==> config.mk <==
export PLATFORM = sky130hd
export DESIGN_NAME = vga_frame_monitor
export DESIGN_NICKNAME = d
export VERILOG_FILES = /design/src/rtl/vga_frame_monitor.sv
export SDC_FILE = /design/constraint.sdc
export NUM_CORES = 1
export LEC_CHECK = 0
export CORE_MARGIN = 3
export CORE_UTILIZATION = 50
export DETAILED_ROUTE_END_ITERATION = 12
export PLACE_DENSITY = 0.73
export SLEW_MARGIN = 5
export SYNTH_ARGS = -nofsm -noshare
export SYNTH_HDL_FRONTEND = slang
export SYNTH_SLANG_ARGS = --single-unit
==> constraint.sdc <==
create_clock -name clk -period 5.5 [get_ports clk]
set_clock_uncertainty 0.05 [all_clocks]
set_input_delay 1.1 -clock clk [delete_from_list [all_inputs] [get_ports clk]]
set_output_delay 1.1 -clock clk [all_outputs]
set_load 0.005 [all_outputs]
==> src/rtl/vga_frame_monitor.sv <==
// Locks to incoming VGA timing, reports active pixels and a per-frame RGB checksum,
// and raises a sticky flag on any sync-timing violation.
module vga_frame_monitor #(
    parameter int H_TOTAL  = 800,
    parameter int V_TOTAL  = 525,
    parameter int H_ACTIVE = 640,
    parameter int V_ACTIVE = 480
) (
    input  logic        clk,
    input  logic        reset,
    input  logic        pix_en,
    input  logic        clear,
    input  logic        vga_hs,
    input  logic        vga_vs,
    input  logic        vga_blank_n,
    input  logic [7:0]  vga_r,
    input  logic [7:0]  vga_g,
    input  logic [7:0]  vga_b,
    output logic        locked,
    output logic        sync_err,
    output logic        frame_done,
    output logic        pix_valid,
    output logic [9:0]  x,
    output logic [9:0]  y,
    output logic [23:0] pix_rgb,
    output logic [15:0] checksum
);

    localparam logic [1:0] S_SEARCH  = 2'd0;
    localparam logic [1:0] S_MEASURE = 2'd1;
    localparam logic [1:0] S_LOCKED  = 2'd2;

    logic [1:0]  state, next_state;
    logic        hs_d, vs_d, phase_ok;
    logic [10:0] h_cnt;
    logic [9:0]  line_cnt, act_x, act_y;
    logic [15:0] sum;

    logic        hs_fall, vs_fall, checking;
    logic        len_ok, ax_ok, hs_bad, vs_bad, h_sat, violation;
    logic        enter_measure, good_frame;
    logic [9:0]  ax_cur, ax_next, act_y_fin, line_cnt_fin;
    logic [9:0]  rgb_add;
    logic [15:0] sum_add;

    assign hs_fall  = hs_d & ~vga_hs;
    assign vs_fall  = vs_d & ~vga_vs;
    assign checking = (state != S_SEARCH);

    assign h_sat  = (h_cnt == 11'h7FF);
    assign len_ok = (({1'b0, h_cnt} + 12'd1) == 12'(H_TOTAL));
    assign ax_ok  = (act_x == 10'd0) || (act_x == 10'(H_ACTIVE));
    // The first hs fall after a (re)start closes a line of unknown length, so it only aligns phase.
    assign hs_bad = hs_fall && phase_ok && !(len_ok && ax_ok);

    assign line_cnt_fin = (hs_fall && line_cnt != 10'h3FF) ? line_cnt + 10'd1 : line_cnt;
    assign act_y_fin    = (hs_fall && act_x != 10'd0 && act_y != 10'h3FF) ? act_y + 10'd1 : act_y;
    assign vs_bad       = vs_fall && ((line_cnt_fin != 10'(V_TOTAL)) || (act_y_fin != 10'(V_ACTIVE)));

    assign violation     = checking && (h_sat || hs_bad || vs_bad);
    assign enter_measure = vs_fall && (state == S_SEARCH || violation);
    assign good_frame    = vs_fall && checking && !violation;

    assign ax_cur  = hs_fall ? 10'd0 : act_x;
    assign ax_next = (ax_cur != 10'h3FF) ? ax_cur + {9'd0, vga_blank_n} : ax_cur;
    assign rgb_add = {2'b00, vga_r} + {2'b00, vga_g} + {2'b00, vga_b};
    assign sum_add = sum + (vga_blank_n ? {6'd0, rgb_add} : 16'd0);

    always_comb begin
        next_state = state;
        if (violation) begin
            next_state = vs_fall ? S_MEASURE : S_SEARCH;
        end else if (vs_fall) begin
            next_state = (state == S_SEARCH) ? S_MEASURE : S_LOCKED;
        end
    end

    always_ff @(posedge clk or posedge reset) begin
        if (reset) begin
            state      <= S_SEARCH;
            hs_d       <= 1'b1;
            vs_d       <= 1'b1;
            phase_ok   <= 1'b0;
            h_cnt      <= 11'd0;
            line_cnt   <= 10'd0;
            act_x      <= 10'd0;
            act_y      <= 10'd0;
            sum        <= 16'd0;
            locked     <= 1'b0;
            sync_err   <= 1'b0;
            frame_done <= 1'b0;
            pix_valid  <= 1'b0;
            x          <= 10'd0;
            y          <= 10'd0;
            pix_rgb    <= 24'd0;
            checksum   <= 16'd0;
        end else begin
            frame_done <= 1'b0;
            pix_valid  <= 1'b0;
            if (pix_en) begin
                state <= next_state;
                hs_d  <= vga_hs;
                vs_d  <= vga_vs;
                h_cnt <= hs_fall ? 11'd0 : (h_sat ? h_cnt : h_cnt + 11'd1);
                act_x <= ax_next;

                if (enter_measure) begin
                    phase_ok <= 1'b0;
                end else if (hs_fall) begin
                    phase_ok <= 1'b1;
                end

                // The sum is published before it clears, so the closing sample is included.
                if (vs_fall) begin
                    line_cnt <= 10'd0;
                    act_y    <= 10'd0;
                    sum      <= 16'd0;
                end else begin
                    line_cnt <= line_cnt_fin;
                    act_y    <= act_y_fin;
                    sum      <= sum_add;
                end

                if (state == S_LOCKED && vga_blank_n) begin
                    pix_valid <= 1'b1;
                    x         <= ax_cur;
                    y         <= act_y_fin;
                    pix_rgb   <= {vga_r, vga_g, vga_b};
                end

                locked <= (next_state == S_LOCKED);
                if (good_frame) begin
                    frame_done <= 1'b1;
                    checksum   <= sum_add;
                end
            end

            if (pix_en && violation) begin
                sync_err <= 1'b1;
            end else if (clear) begin
                sync_err <= 1'b0;
            end
        end
    end

endmodule

==> summary.txt, run 1 <==
Status
  – Status: completed

Clock network
  – Cts repair resizes: 0
  – CTS clk-pin slew, worst paths: 0.06 ns
  – Skew-Pair Late Insertion Delay: 0.42 ns
  – Clk buf depth: 2
  – # hold bufs at CTS: 0
  – H-tree lvl count: 4
  – Number of CTS-inserted buffers: 17
  – Post-CTS Setup Inserts: 0
  – CTS Root Cell: clkbuf_16
  – CTS tree: yes
  – Clock Sinks: 126

Detailed routing
  – Drt drc: 0
  – Routed via count: approximately 6.2k
  – Routed WL: around 18000 µm
  – DR WL/cell: 16.7 µm
  – Initial DRT Pass Iterations: 5
  – Starting DRT DRC Count: between 400 and 500
  – Routed Antenna Nets: 0
  – Vias per inst: 5.90

Critical path
  – CP Launch Type: input port
  – CP max-delay cell: fa_1
  – Critical Path, Cell by Cell: clkdlybuf4s50_1, inv_1, fa_1, inv_1, ha_1, inv_1, fa_1, nor2b_1, o21ai_0, nand2b_1, a21o_1, a21o_1, xor2_1, and2_1, ha_1, and2_1, o21ai_0, o31ai_2, o21a_1, buf_4, o211a_1, a311o_1
  – Largest fanout on the critical path: 7
  – CP Class: input port to register
  – CP delay by family, top: compound AO/OA/AOI/OAI gates
  – Most used cell, CP: inv_1
  – Crit. path cell count: 22
  – Reg2Reg Depth: 8
  – Setup crit end kind: register
  – CP arrival: roughly 5.4 ns
  – Largest stage delay, worst path: 0.54 ns
  – CP Data Required Time: 5.75 ns
  – CP Buf/Inv Count: 5

Floorplanning
  – Row cnt: between 40 and 50
  – Core Region: 14000 µm²
  – Number of top-level pins: 95
  – Chip Height: 126 µm
  – Die area: 15900 µm²
  – Initial Util: 51.5%
  – Die width: 126 µm

Pwr
  – Pleak: 4.04 nW
  – Peak supply drop: 0.000237 V
  – Pwr Density: between 300 and 400 nW/µm²

Logic synthesis
  – Register area share after synthesis: a little over two fifths
  – Cell Area, Synth: slightly above 7000 µm²
  – Syn_nets: 836
  – Syn Inst Count: 773
  – Syn. warnings: 0
  – Post-synth cell types: 74
  – Fraction of registers with async set/reset: between 90% and 100%
  – Avg Cell Area, Syn: 9.32 µm²
  – Synth Flop Type: dfrtp_1
  – Post-synth EDFFs: 0
  – Yosys reg bits: 126

Layout
  – Most frequent cells in the layout: nand2_1 (147), dfrtp_1 (124), clkdlybuf4s50_1 (94)
  – Final nets: 917
  – ANT cells: 0
  – Layout Area Growth over Synthesis: 23.9%
  – Fraction of layout cells with a size suffix above 1: 9.80%
  – Commonest non-fill, non-tap cell in the layout: nand2_1
  – Fin util: 63.9%

Placed design
  – Buffers on Ports: 94
  – Dpl hpwl: 12300 µm
  – Final RePlAce weighted congestion: 0.865
  – Pre-CTS setup slack: -0.178 ns

STA
  – Period utilisation layout: about 94%
  – Final setup vio count: 0
  – Worst-Margin Slew: 1.09 ns
  – Final Max Tran Viols: 0
  – Setup TNS: 0 ns
  – Final hold vios: 0
  – Slew HR: ~27%
  – Tmin final: between 5 and 6 ns
  – Max Freq: about 190 MHz
  – RSZ-0062 raised after global routing: no
  – Final setup margin: roughly 0.34 ns

GRT
  – Global Route Usage Sum: 22.3%
  – Congestion Overflow GR: 0
  – Antenna violations before repair: 0
  – Vias in the first global route: 5997
  – Largest net degree at the start of global routing: 66
  – First-pass GRT wire length: 29300 µm

Run
  – Total of max-cap violations: 0

Min path
  – Hold depth: 2
  – Min-Delay Path Class: register to register
[worst paths after layout]
kind	to	start	slack [ns]
setup reg to reg	checksum[8]	h_cnt[0]	1.78
hold reg to reg	x[1]	x[1]	0.42
hold / removal	x[1]	x[1]	0.42
setup / recovery	sum[11]	vga_r[1]	0.34
min in group asynchronous	pix_rgb[2]	reset	1.10
max in group asynchronous	h_cnt[3]	reset	3.35
[synth_stat cells, drive strengths merged (5+ instances only)]
master  number  area (µm²)
nand2      147         552
dfrtp      124        3100
o21ai       72         360
clkbuf      37         139
a21oi       28         140
nor2        26        97.6
inv         24        90.1
nand3       24         120
ha          22         275
mux2        20         259
xor2        16         140
o31ai       15         126
nand4       14        87.6
xnor2       14         123
a31oi       12        75.1
and3        12        75.1
nor3        12        60.1
a21o        11        82.6
and2        11        68.8
a22o        10        87.6
fa          10         200
buf          9        52.5
nor2b        9        56.3
nand2b       7        43.8
nor4         7        65.1
or3          5        31.3
[flip-flops by register name (all words and copies together) (netlist names)]
signal and count:
frame_done 1, locked 1, sync_err 1, y 10
pix_valid 1, checksum 16, h_cnt 11, state 2
line_cnt 10, act_y 10, hs_d 1, act_x 10
vs_d 1, pix_rgb 24, sum 16, x 10
phase_ok 1
[kinds of logic after synthesis]
logic type / Yosys count / share of synthesized area [%]
XOR/XNOR: 30 / 3.65
multiplexers: 24 / 4.15
buffers and inverters: 70 / 3.91
flip-flops: 126 / 43.8
AO/OA/AOI/OAI: 193 / 17.5
AND/OR/NAND/NOR: 298 / 20.4
adder cells (fa/ha/maj): 32 / 6.60
[cell type report]
| cell class | instances | area [µm²] |
|---|---|---|
| clock buffer | 21 | 470 |
| inverter | 24 | 92.6 |
| clock inverter | 11 | 163 |
| timing repair buffer | 108 | 1050 |
| tap | 180 | 225 |
| multi-input combinational | 577 | 3780 |
| fill | 1104 | 5060 |
| sequential | 126 | 3160 |
[power by group]
part	leakage (nW)	internal (mW)	switching, mW
Combinational	2.07	0.526	0.500
Clock	0.305	0.790	0.407
Sequential	1.67	1.12	0.152
[through the flow]
step	hold WS [ns]	total power, mW	cell area [µm²]	cells
6_report	0.423	3.49	8930	1047
5_1_grt	0.450	3.68	8930	1047
4_1_cts	0.432	3.50	8920	1047
3_5_place_dp	0.417	2.29	8290	1015
3_3_place_gp	0.408	2.26	8290	1015
2_1_floorplan	0.411	1.84	7210	773
[worst reg2reg max path: stages, from the launching register on]
cell and delay (ns):
dfrtp_1 0.39, ha_1 0.29, nand2_1 0.11, or4_1 0.49
a2111oi_0 0.56, a31oi_1 0.25, nor3_1 0.53, nand4b_4 0.48
mux2_4 0.46
[metal layers]
metal | share of wire (%) | vias up | track usage (%)
li1 | - | 2927 | -
met1 | 45 | 3017 | 30.6
met2 | 48 | 208 | 35.3
met3 | 5.3 | 28 | 4.92
met4 | 1.7 | 0 | 7.57
met5 | 0 | - | 0
(Power assumes the default switching activity.)
==> run 2: changes to the inputs <==
Settings changed: CORE_MARGIN 3 to unset, CORE_UTILIZATION 50 to 39, PLACE_DENSITY 0.73 to unset.
==> summary.txt, run 2 (same netlist as run 1, synthesis figures left out) <==
Status
  – Status: completed

STA
  – Final setup margin: 0.298 ns
  – RSZ-0062 raised after global routing: no
  – Slew HR: 29.0%
  – Final hold vios: 0
  – Final setup vio count: 0
  – Setup TNS: 0 ns
  – Final Max Tran Viols: 0
  – Tmin final: 5.20 ns
  – Period utilisation layout: 94.6%
  – Hold WS: 0.425 ns
  – Max Freq: 192 MHz
  – Worst-Margin Slew: 1.06 ns

Critical path
  – FF-to-FF End: checksum[1]
  – CP Data Required Time: 5.75 ns
  – Most used cell, CP: inv_1
  – Critical Path, Cell by Cell: clkdlybuf4s50_1, inv_1, fa_1, inv_1, ha_1, inv_1, fa_1, nor2b_1, o21ai_0, nand2b_1, a21o_1, a21o_1, xor2_1, and2_1, ha_1, buf_4, and2_1, o21ai_0, o31ai_1, o21a_1, buf_4, o211a_1, a311o_1
  – Setup crit end kind: register
  – CP Class: input port to register
  – CP arrival: 5.46 ns
  – CP Launch Type: input port
  – CP max-delay cell: fa_1
  – Worst r2r src: h_cnt[0]
  – Largest stage delay, worst path: approximately 0.53 ns
  – Reg2Reg Depth: 8
  – CP delay by family, top: compound AO/OA/AOI/OAI gates
  – CP Buf/Inv Count: 6
  – Largest fanout on the critical path: 6
  – Reg2Reg Setup Slack: 1.76 ns
  – Crit. path cell count: 23

Layout
  – Fillers: 1675
  – Largest registers: pix_rgb (24), checksum (16), sum (16)
  – Fin util: 50.3%
  – Layout Area Growth over Synthesis: 25.7%
  – Commonest non-fill, non-tap cell in the layout: nand2_1
  – Max FFs per register: 24
  – Top reg by flops: pix_rgb
  – Fraction of layout cells with a size suffix above 1: 10.3%
  – Most frequent cells in the layout: nand2_1 (147), dfrtp_1 (124), clkdlybuf4s50_1 (94)
  – Finished layout cell area: 9060 µm²
  – Final nets: 923
  – ANT cells: 0
  – Layout Cells excl Fill: about 1.1k

Placed design
  – Inst Count DP: ~1.1k
  – Pre-CTS setup slack: -0.0439 ns
  – Buffers on Ports: 94
  – Post-Place Cell Area: 8400 µm²
  – Final RePlAce weighted congestion: approximately 0.85
  – Dpl hpwl: 12400 µm

Pwr
  – Total power draw: 3.56 mW
  – Pleak: 4.08 nW
  – Pwr Density: around 390 nW/µm²
  – Peak supply drop: 0.000224 V

Clock network
  – Cts repair resizes: 0
  – CTS Root Cell: clkbuf_16
  – Skew-Pair Late Insertion Delay: 0.43 ns
  – Post-CTS Setup Inserts: 0
  – Clock Sinks: 126
  – CTS tree: yes
  – H-tree lvl count: 4
  – Number of CTS-inserted buffers: 17
  – Clk buf depth: 2
  – # hold bufs at CTS: 0
  – CTS clk-pin slew, worst paths: 0.05 ns

Detailed routing
  – WL met2: 8380 µm
  – Starting DRT DRC Count: around 470
  – Routed WL: ~18000 µm
  – Met1 WL: ~8600 µm
  – Routed Antenna Nets: 0
  – Routed via count: 6028
  – Initial DRT Pass Iterations: 5
  – Max layer used: met4
  – Vias per inst: roughly 5.5
  – Met3 wire len: 675 µm
  – Drt drc: 0
  – DR WL/cell: approximately 16 µm

Floorplanning
  – Die width: approximately 140 µm
  – Die area: 19000 µm²
  – Initial Util: 40.0%
  – Core Region: 18000 µm²
  – Chip Height: 138 µm
  – Number of top-level pins: between 90 and 100
  – Row cnt: 49

GRT
  – Vias in the first global route: 5782
  – Global Route Usage Sum: between 10% and 20%
  – First-pass GRT wire length: roughly 29000 µm
  – Congestion Overflow GR: 0
  – Antenna violations before repair: 0
  – Largest net degree at the start of global routing: 68

Min path
  – Hold_sp: pix_rgb[21]
  – End of the worst hold path: pix_rgb[21]
  – Hold depth: 2
  – Min-Delay Path Class: register to register

Run
  – Total of max-cap violations: 0
## run 2: worst max-delay path by stage
stage | slack (ns) | from | end
3_5_place_dp | -0.04 | vga_r[1] | sum[11]
5_1_grt | 0.08 | vga_r[1] | sum[11]
4_1_cts | 0.39 | vga_r[1] | sum[11]
2_1_floorplan | 0.77 | vga_r[1] | sum[11]
6_report | 0.30 | vga_r[1] | sum[11]
3_3_place_gp | 0.03 | vga_r[1] | sum[11]
## run 2: where the power goes
part	internal, mW	switching, mW	leakage [nW]
clock network	0.829	0.424	0.315
registers	1.12	0.150	1.67
logic	0.543	0.500	2.10
## run 2: worst register-to-register path, cell delays in order, from the launching register on
cell and delay [ns]:
dfrtp_1 0.37, ha_1 0.28, nand2_1 0.11, or4_1 0.51
a2111oi_0 0.66, a31oi_1 0.24, nor3_1 0.48, nand4b_4 0.46
mux2_4 0.45
## run 2: cell type report
class | instances | area (µm²) | share of cell area, %
multi-input combinational | 577 | 3770 | 41.6
tap | 229 | 287 | 3.16
clock buffer | 19 | 453 | 5.00
clock inverter | 13 | 213 | 2.35
timing repair buffer | 114 | 1090 | 12.0
sequential | 126 | 3160 | 34.8
inverter | 24 | 92.6 | 1.02
## run 2: layer usage
layer	GRT usage, %	up-vias
met3	4.42	21
met5	0	-
met2	31.2	146
met4	6.88	0
met1	27.1	2928
li1	-	2933
==> run 3: changes to the inputs <==
==> constraint.sdc (replaced) <==
create_clock -name clk -period 5.5 [get_ports clk]
set_clock_uncertainty 0.05 [all_clocks]
set_input_delay 1.65 -clock clk [delete_from_list [all_inputs] [get_ports clk]]
set_output_delay 1.65 -clock clk [all_outputs]
set_load 0.005 [all_outputs]
==> summary.txt, run 3 (same netlist as run 1, synthesis figures left out) <==
Detailed routing
  – Initial DRT Pass Iterations: 5
  – Vias per inst: 5.48
  – Drt drc: 0
  – Routed via count: 6127
  – Routed WL: 18600 µm
  – Routed Antenna Nets: 0
  – Starting DRT DRC Count: approximately 460
  – DR WL/cell: roughly 17 µm

Floorplanning
  – Initial Util: 40.0%
  – Die area: between 15000 and 20000 µm²
  – Core Region: 18000 µm²
  – Number of top-level pins: 95
  – Die width: 138 µm
  – Chip Height: ~140 µm
  – Row cnt: 49

Critical path
  – Largest stage delay, worst path: 0.51 ns
  – Setup crit end kind: register
  – CP max-delay cell: fa_1
  – Worst r2r src: h_cnt[0]
  – CP Launch Type: input port
  – CP Class: input port to register
  – CP Data Required Time: 5.75 ns
  – FF-to-FF End: checksum[0]
  – Crit. path cell count: 17
  – Critical path startpoint: vga_r[3]
  – Critical Path, Cell by Cell: clkdlybuf4s50_1, fa_1, ha_1, a21o_1, a21o_1, a21o_1, a21o_1, a21oi_2, mux2i_2, ha_1, buf_6, o21ai_4, o31ai_4, o21a_1, buf_4, o211a_1, a311o_1
  – CP Capture Point: sum[11]
  – Most used cell, CP: a21o_1
  – Largest fanout on the critical path: 3
  – Reg2Reg Depth: 8
  – CP arrival: 5.51 ns
  – CP Buf/Inv Count: 3
  – CP delay by family, top: compound AO/OA/AOI/OAI gates
  – Reg2Reg Setup Slack: about 1.7 ns

Clock network
  – Skew-Pair Late Insertion Delay: about 0.42 ns
  – CTS tree: yes
  – Clock Sinks: roughly 130
  – CTS clk-pin slew, worst paths: 0.06 ns
  – H-tree lvl count: 4
  – Clk buf depth: 2
  – Number of CTS-inserted buffers: 17
  – CTS Root Cell: clkbuf_16
  – # hold bufs at CTS: 0

GRT
  – Vias in the first global route: 5755
  – Congestion Overflow GR: 0
  – Global Route Usage Sum: 20.4%
  – First-pass GRT wire length: 29900 µm
  – Antenna violations before repair: 0
  – Largest net degree at the start of global routing: 65

Status
  – Status: completed

Layout
  – ANT cells: 0
  – Max FFs per register: 24
  – Final nets: 941
  – Top reg by flops: pix_rgb
  – Finished layout cell area: 9250 µm²
  – Fraction of layout cells with a size suffix above 1: 13.8%
  – Commonest non-fill, non-tap cell in the layout: nand2_1
  – Layout Area Growth over Synthesis: 28.3%
  – Largest registers: pix_rgb (24), checksum (16), sum (16)
  – Most frequent cells in the layout: nand2_1 (147), dfrtp_1 (124), clkdlybuf4s50_1 (88)

Placed design
  – Buffers on Ports: 94
  – Final RePlAce weighted congestion: 0.836
  – Dpl hpwl: 12800 µm
  – Post-Place Cell Area: 8520 µm²

STA
  – Final Max Tran Viols: 0
  – Hold WS: 0.421 ns
  – Worst-Margin Slew: 0.801 ns
  – RSZ-0062 raised after global routing: no
  – Setup TNS: 0 ns
  – Tmin final: 5.26 ns
  – Final hold vios: 0
  – Period utilisation layout: 95.6%
  – Final setup vio count: 0
  – Max Freq: 190 MHz
  – Slew HR: 46.6%

Run
  – Total of max-cap violations: 0

Pwr
  – Peak supply drop: ~0.00022 V
  – Pleak: roughly 4.2 nW
  – Pwr Density: 386 nW/µm²

Min path
  – Min-Delay Path Class: register to register
==> run 3: cell types whose count changed in the layout (fill, tap and decap cells not counted), moves of 4 or more <==
cell,previous run,this run
inv_1,23,19
dlymetal6s2s_1,0,6
clkdlybuf4s50_1,94,88
inv_2,0,4
buf_4,20,37
clkbuf_1,0,4
==> run 3: routing by layer <==
metal  wire length, µm  up-vias  track usage, %
li1                  -     2962               -
met1              8820     2999            28.6
met2              8830      146            31.8
met3               719       20            3.33
met4               265        0            7.07
met5                 0        -               0
==> run 3: layout make-up <==
cell class | count | area (µm²)
multi-input combinational | 577 | 3880
fill | 1650 | 8780
clock buffer | 24 | 482
sequential | 126 | 3160
tap | 229 | 287
timing repair buffer | 132 | 1240
inverter | 24 | 92.6
clock inverter | 6 | 109
==> run 3: power by group <==
group          internal (mW)  switching, mW
Clock                  0.743          0.405
Combinational          0.606          0.544
Sequential              1.12          0.153
Total                   2.47           1.10
==> run 3: tightest hold or removal path: cells and delay by family (launching register included) <==
family	cells	cell delay, ns
simple gates	2	0.11
flops	1	0.33
==> run 3: timing repair <==
item / in CTS / in global routing
gates cloned: 0 / 0
resized for setup: 7 / 29
pin swaps: 3 / 13
setup endpoints to repair: 10 / 15
buffers inserted: 1 / 1
==> run 3: worst min path at each step <==
stage	cells after the start	end	slack (ns)	from
2_1_floorplan	1	sum[0]	0.41	sum[0]
3_3_place_gp	2	pix_rgb[18]	0.41	pix_rgb[18]
3_5_place_dp	2	pix_rgb[21]	0.42	pix_rgb[21]
4_1_cts	2	pix_rgb[21]	0.43	pix_rgb[21]
5_1_grt	2	pix_rgb[21]	0.44	pix_rgb[21]
6_report	2	pix_rgb[21]	0.42	pix_rgb[21]
==> run 3: per-stage QoR <==
stage                     setup WS (ns)  power, mW  std cells  util, %
after floorplan                   0.224       1.84        773        -
after global placement           -0.578       2.34       1086     47.2
after detailed placement         -0.608       2.36       1086     47.2
after CTS                        0.0110       3.54       1117     50.7
after global routing             0.0871       3.78       1118     51.3
final                             0.243       3.57       1118     51.3
